**config.mk**
```make
export PLATFORM = sky130hd
export DESIGN_NAME = conv_kernel_ctrl
export DESIGN_NICKNAME = d
export VERILOG_FILES = /design/src/rtl/conv_kernel_ctrl.sv
export SDC_FILE = /design/constraint.sdc
export NUM_CORES = 1
export LEC_CHECK = 0
export ABC_AREA = 1
export CORE_AREA = 5 5 125 139
export CTS_BUF_LIST = sky130_fd_sc_hd__clkbuf_2 sky130_fd_sc_hd__clkbuf_4 sky130_fd_sc_hd__clkbuf_8
export DETAILED_ROUTE_END_ITERATION = 16
export DIE_AREA = 0 0 130 144
export GPL_TIMING_DRIVEN = 0
export PLACE_DENSITY = 0.86
export SYNTH_ARGS = -nofsm -noshare
export SYNTH_HDL_FRONTEND = slang
export SYNTH_SLANG_ARGS = --single-unit
```
**constraint.sdc**
```tcl
create_clock -name clk -period 4.4 [get_ports clk]
set_input_delay 0.88 -clock clk [delete_from_list [all_inputs] [get_ports clk]]
set_output_delay 0.88 -clock clk [all_outputs]
set_load 0.03 [all_outputs]
```
**src/rtl/conv_kernel_ctrl.sv**
```systemverilog
// Per-sample kernel-walk sequencer: for every output pixel, walks the kernel
// window across all input channels, one input/weight address pair per cycle.
module conv_kernel_ctrl #(
   parameter int AW = 12,
   parameter int WW = 10
) (
   input  logic          clk,
   input  logic          rst,
   input  logic          run,
   input  logic          s_init,
   input  logic          out_busy,
   input  logic [3:0]    id,
   input  logic [3:0]    kw,
   input  logic [3:0]    kh,
   input  logic [WW-1:0] ow,
   input  logic [WW-1:0] oh,
   input  logic [WW-1:0] iw,
   input  logic [AW-1:0] is,
   output logic          exec,
   output logic [AW-1:0] ia,
   output logic [WW-1:0] wa,
   output logic          k_init,
   output logic          k_fin,
   output logic          s_fin,
   output logic          busy,
   output logic [1:0]    dbg_state
);

   typedef enum logic [1:0] {S_IDLE, S_RUN, S_WAIT, S_DONE} state_t;

   localparam logic [AW-1:0] A_ONE = AW'(1);
   localparam logic [WW-1:0] W_ONE = WW'(1);

   state_t        state_q, state_d;
   logic          issue;

   // Counters and running bases describe the position of the NEXT exec.
   logic [3:0]    kx_q, kx_d, ky_q, ky_d, ic_q, ic_d;
   logic [WW-1:0] ox_q, ox_d, oy_q, oy_d;
   logic [AW-1:0] line_q, line_d, pix_q, pix_d, ch_q, ch_d, row_q, row_d;
   logic [AW-1:0] addr_q, addr_d;
   logic [WW-1:0] wcnt_q, wcnt_d;

   // Registered outputs describe the exec currently on the bus.
   logic [AW-1:0] ia_q, ia_d;
   logic [WW-1:0] wa_q, wa_d;
   logic          k_init_q, k_init_d, k_fin_q, k_fin_d, last_q, last_d;

   logic          at_kx, at_ky, at_ic, at_ox, at_oy, pix_end;
   logic [AW-1:0] iw_a;

   assign iw_a    = AW'(iw);
   assign at_kx   = (kx_q == kw);
   assign at_ky   = (ky_q == kh);
   assign at_ic   = (ic_q == id);
   assign at_ox   = (ox_q == ow);
   assign at_oy   = (oy_q == oh);
   assign pix_end = at_kx && at_ky && at_ic;

   // Handshake: out_busy is only looked at in the k_fin cycle; when high, the
   // next pixel is held in WAIT until a cycle with out_busy low.
   always_comb begin
      state_d = state_q;
      issue   = 1'b0;
      case (state_q)
         S_IDLE: begin
            if (s_init) begin
               state_d = S_RUN;
               issue   = 1'b1;
            end
         end
         S_RUN: begin
            if (last_q)                     state_d = S_DONE;
            else if (k_fin_q && out_busy)   state_d = S_WAIT;
            else                            issue   = 1'b1;
         end
         S_WAIT: begin
            if (!out_busy) begin
               state_d = S_RUN;
               issue   = 1'b1;
            end
         end
         S_DONE:  state_d = S_IDLE;
         default: state_d = S_IDLE;
      endcase
      if (!run) begin
         state_d = S_IDLE;
         issue   = 1'b0;
      end
   end

   always_comb begin
      kx_d = kx_q;  ky_d = ky_q;  ic_d = ic_q;
      ox_d = ox_q;  oy_d = oy_q;
      line_d = line_q;  pix_d = pix_q;  ch_d = ch_q;  row_d = row_q;
      addr_d = addr_q;  wcnt_d = wcnt_q;
      ia_d = ia_q;  wa_d = wa_q;
      k_init_d = k_init_q;  k_fin_d = k_fin_q;  last_d = last_q;
      if (!run) begin
         kx_d = '0;  ky_d = '0;  ic_d = '0;  ox_d = '0;  oy_d = '0;
         line_d = '0;  pix_d = '0;  ch_d = '0;  row_d = '0;
         addr_d = '0;  wcnt_d = '0;  ia_d = '0;  wa_d = '0;
         k_init_d = 1'b0;  k_fin_d = 1'b0;  last_d = 1'b0;
      end else if (issue) begin
         ia_d     = addr_q;
         wa_d     = wcnt_q;
         k_init_d = (kx_q == 4'd0) && (ky_q == 4'd0) && (ic_q == 4'd0);
         k_fin_d  = pix_end;
         last_d   = pix_end && at_ox && at_oy;
         wcnt_d   = pix_end ? '0 : wcnt_q + W_ONE;
         // Each carry level restarts all inner bases from its own new base.
         if (!at_kx) begin
            kx_d   = kx_q + 4'd1;
            addr_d = addr_q + A_ONE;
         end else begin
            kx_d = '0;
            if (!at_ky) begin
               ky_d   = ky_q + 4'd1;
               row_d  = row_q + iw_a;
               addr_d = row_q + iw_a;
            end else begin
               ky_d = '0;
               if (!at_ic) begin
                  ic_d   = ic_q + 4'd1;
                  ch_d   = ch_q + is;
                  row_d  = ch_q + is;
                  addr_d = ch_q + is;
               end else begin
                  ic_d = '0;
                  if (!at_ox) begin
                     ox_d   = ox_q + W_ONE;
                     pix_d  = pix_q + A_ONE;
                     ch_d   = pix_q + A_ONE;
                     row_d  = pix_q + A_ONE;
                     addr_d = pix_q + A_ONE;
                  end else begin
                     ox_d = '0;
                     if (!at_oy) begin
                        oy_d   = oy_q + W_ONE;
                        line_d = line_q + iw_a;
                        pix_d  = line_q + iw_a;
                        ch_d   = line_q + iw_a;
                        row_d  = line_q + iw_a;
                        addr_d = line_q + iw_a;
                     end else begin
                        oy_d = '0;  line_d = '0;  pix_d = '0;
                        ch_d = '0;  row_d = '0;  addr_d = '0;
                     end
                  end
               end
            end
         end
      end
   end

   always_ff @(posedge clk or posedge rst) begin
      if (rst) state_q <= S_IDLE;
      else     state_q <= state_d;
   end

   always_ff @(posedge clk or posedge rst) begin
      if (rst) begin
         kx_q <= '0;  ky_q <= '0;  ic_q <= '0;  ox_q <= '0;  oy_q <= '0;
         line_q <= '0;  pix_q <= '0;  ch_q <= '0;  row_q <= '0;
         addr_q <= '0;  wcnt_q <= '0;  ia_q <= '0;  wa_q <= '0;
         k_init_q <= 1'b0;  k_fin_q <= 1'b0;  last_q <= 1'b0;
      end else begin
         kx_q <= kx_d;  ky_q <= ky_d;  ic_q <= ic_d;  ox_q <= ox_d;  oy_q <= oy_d;
         line_q <= line_d;  pix_q <= pix_d;  ch_q <= ch_d;  row_q <= row_d;
         addr_q <= addr_d;  wcnt_q <= wcnt_d;  ia_q <= ia_d;  wa_q <= wa_d;
         k_init_q <= k_init_d;  k_fin_q <= k_fin_d;  last_q <= last_d;
      end
   end

   assign exec      = (state_q == S_RUN);
   assign ia        = ia_q;
   assign wa        = wa_q;
   assign k_init    = exec && k_init_q;
   assign k_fin     = exec && k_fin_q;
   assign s_fin     = (state_q == S_DONE);
   assign busy      = (state_q != S_IDLE);
   assign dbg_state = state_q;

endmodule

```
==> impl_metrics.csv <==
group,metric,value,unit
yosys,ys_async_sr_fraction,1.000,
worst_setup_path,crit_type,"in2reg",
sta,hold_viol_final,0,
detailed_routing,drc,0,
worst_setup_path,cp-start-kind,"primary input",
global_route,grt_start_max_net_pins,70,
yosys,synth_compound_area_frac,0.1462,
die,die_w,130,um
worst_setup_path,arrival,3.53,ns
yosys,muxShareOfSynthArea,0,
placement,hpwl,16.78,mm
clock_tree,cts_inserted_buffers,17,
final_layout,post-route-util,0.6279,
die,die_area,18720,um^2
placement,port_buffers,87,
run,drv_cap,0,
sta,clock.fmax,0.3143,GHz
final_layout,final_nets,1337,
worst_setup_path,worstSetupEndpointType,"flip-flop",
clock_tree,cts_buffer_depth,2,
run_status,status,"completed",
yosys,synth_largest_area_cell,"dfrtp_1",
worst_setup_path,critPathRequiredTime,4.75,ns
sta,finalCriticalPeriod,3.182,ns
yosys,synth_nets,1230,
detailed_routing,ant_nets,0,
sta,slew_headroom,0.6321,
detailed_routing,drt_first_pass_iters,5,
final_layout,seq_area,3228,um^2
die,ios,88,
yosys,synth-edff-count,0,
worst_setup_path,cp_max_fo,3,
yosys,netlist_instances,1126,
die,start_util,0.5272,
placement,gp_congestion,0.9475,
global_route,antenna_found_initial,0,
sta,drv_slew,0,
yosys,synthSimpleGateAreaFrac,0.2702,
sta,finalCritPeriodShare,0.7231,
yosys,synthesis.area,8404,um^2
detailed_routing,vias,8019,
sta,setup_viol,0,
die,rows,49,
yosys,synth_xor_area_frac,0.04898,
clock_tree,cts_htree_levels,4,
global_route,grt_pass1_vias,7584,
clock_tree,post_cts_buffers,0,
final_layout,fillCellCount,1360,
final_layout,drive_above_1_share,0.06902,
final_layout,final_cell_mix,"nand2_1, inv_1, dfrtp_1",
yosys,ys_ff_latch,129,
min_path,hp-class,"reg2reg",
power_and_ir_drop,power_leakage,4.852,nW
yosys,yosys.area.top_type_share,0.3841,
clock_tree,worstSkewPairLatency,0.47,ns
detailed_routing,wl_per_cell,15.22,um
clock_tree,cts_hold_buf,0,
power_and_ir_drop,p_per_area,428.0,nW/um^2
final_layout,final_common_cell,"nand2_1",
die,core_region_area,15940,um^2
yosys,ys_top_cells_by_area,"dfrtp_1, nand2_1, o21ai_0",
detailed_routing,viasPerCell,5.530,
power_and_ir_drop,finalPower,4.283,mW
clock_tree,tritoncts,"done",
yosys,avgSynthCellArea,7.464,um^2
clock_tree,cts_resized,0,
final_layout,multi_input_area,4497,um^2
yosys,synth-adder-area-share,0.06967,
global_route,grt_remaining_overflow,0,
detailed_routing,drtIter0Drc,679,
global_route,grt_usage,0.2426,
clock_tree,cts_sinks,129,
final_layout,area_growth,19.09,%
yosys,synth-main-ff-cell,"dfrtp_1",
yosys,ys_warn_count,0,
detailed_routing,wl,22.07,mm
sta,worstMarginPinSlew,0.5519,ns
clock_tree,clockRootBuffer,"clkbuf_8",
yosys,synth_cell_types,54,
final_layout,n_antenna_cell,0,
die,die_y,144,um
power_and_ir_drop,ir_worst_vdd,0.0002157,V
clock_tree,path_clk_slew,0.08,ns
yosys,synth_top_family_by_area,"simple AND/OR/NAND/NOR gates",
sta,skew,0.01208,ns
sta,rsz0062_at_grt,"false",
global_route,grt_pass1_wl,36.02,mm
yosys,yosysSeqAreaShare,0.3841,
sta,fin_tns_setup,0,ns
cells by family after synthesis:
family          count (synthesis)
flops                         129
fa+ha+maj                      45
xor+xnor                       47
simple gates                  516
compound gates                219
buf+inv                       170
per-layer routing:
layer,global-route usage,part of all wire,vias to the layer above
met4,0.1160,0.037,0
met2,0.4162,0.49,320
met5,0,0,-
li1,-,-,3923
met3,0.03546,0.060,57
met1,0.3007,0.41,3719
registers in the layout, summed over array words and instances (netlist names):
register,count
addr_q,12
ch_q,12
ia,12
line_q,12
pix_q,12
row_q,12
ox_q,10
oy_q,10
wa,10
wcnt_q,10
ic_q,4
kx_q,4
ky_q,4
dbg_state,2
k_fin_q,1
k_init_q,1
last_q,1
final cells by class:
| class | count | area share |
|---|---|---|
| multi-input combinational | 827 | 0.4493 |
| sequential | 129 | 0.3225 |
| timing repair buffer | 88 | 0.08976 |
| inverter | 143 | 0.05413 |
| clock buffer | 20 | 0.02625 |
| tap | 204 | 0.02550 |
| clock inverter | 12 | 0.01825 |
| buffer | 27 | 0.01425 |
report_power, final:
group          switching, mW  leakage (nW)  total, mW  internal (mW)
clock                  0.510         0.205       1.16          0.646
combinational          0.944          2.90       1.52          0.581
sequential             0.206          1.75       1.60           1.40
cell usage after synthesis (all sizes together) (5+ instances only):
library cell  instances
inv                 142
ha                   42
nor4                  5
nand4                16
nor3                 15
o21ai               114
o22ai                12
buf                  17
nand3                73
clkbuf               10
nand2               311
nor2                 81
xnor2                17
dfrtp               129
a21oi                57
xor2                 30
or2                   7
stage by stage:
stage,cells,worst slack [ns],hold WS (ns),cell area (um^2)
floorplan,1126,0.07901,0.4328,8404
global placement,1417,-1.671,0.4478,9530
detailed placement,1418,0.8197,0.4687,9563
CTS,1450,1.277,0.4877,10010
global route,1450,1.111,0.5097,10010
finish,1450,1.218,0.4865,10010
worst max-delay path, cell delays in order:
cell and delay [ns]:
clkdlybuf4s50_1 0.51, ha_1 0.28, fa_1 0.46, nand3_1 0.11, nand2_1 0.12, nand2_1 0.09
nand2_1 0.07, or2_2 0.29, nand3_1 0.14, nand2_1 0.09, nand3_1 0.13, nand3_1 0.14
o211ai_1 0.16, nand2_1 0.09
worst paths after layout:
| kind | start | cells after the start | endpoint | slack [ns] |
|---|---|---|---|---|
| max reg2reg | ch_q[2] | 10 | row_q[7] | 1.79 |
| min in group asynchronous | rst | 2 | ky_q[3] | 0.84 |
| max in group asynchronous | rst | 3 | oy_q[3] | 2.82 |
| min reg2reg | wa[4] | 2 | wa[4] | 0.49 |
| max | iw[0] | 14 | row_q[6] | 1.22 |
| min | wa[4] | 2 | wa[4] | 0.49 |
(Power assumes the default switching activity.)
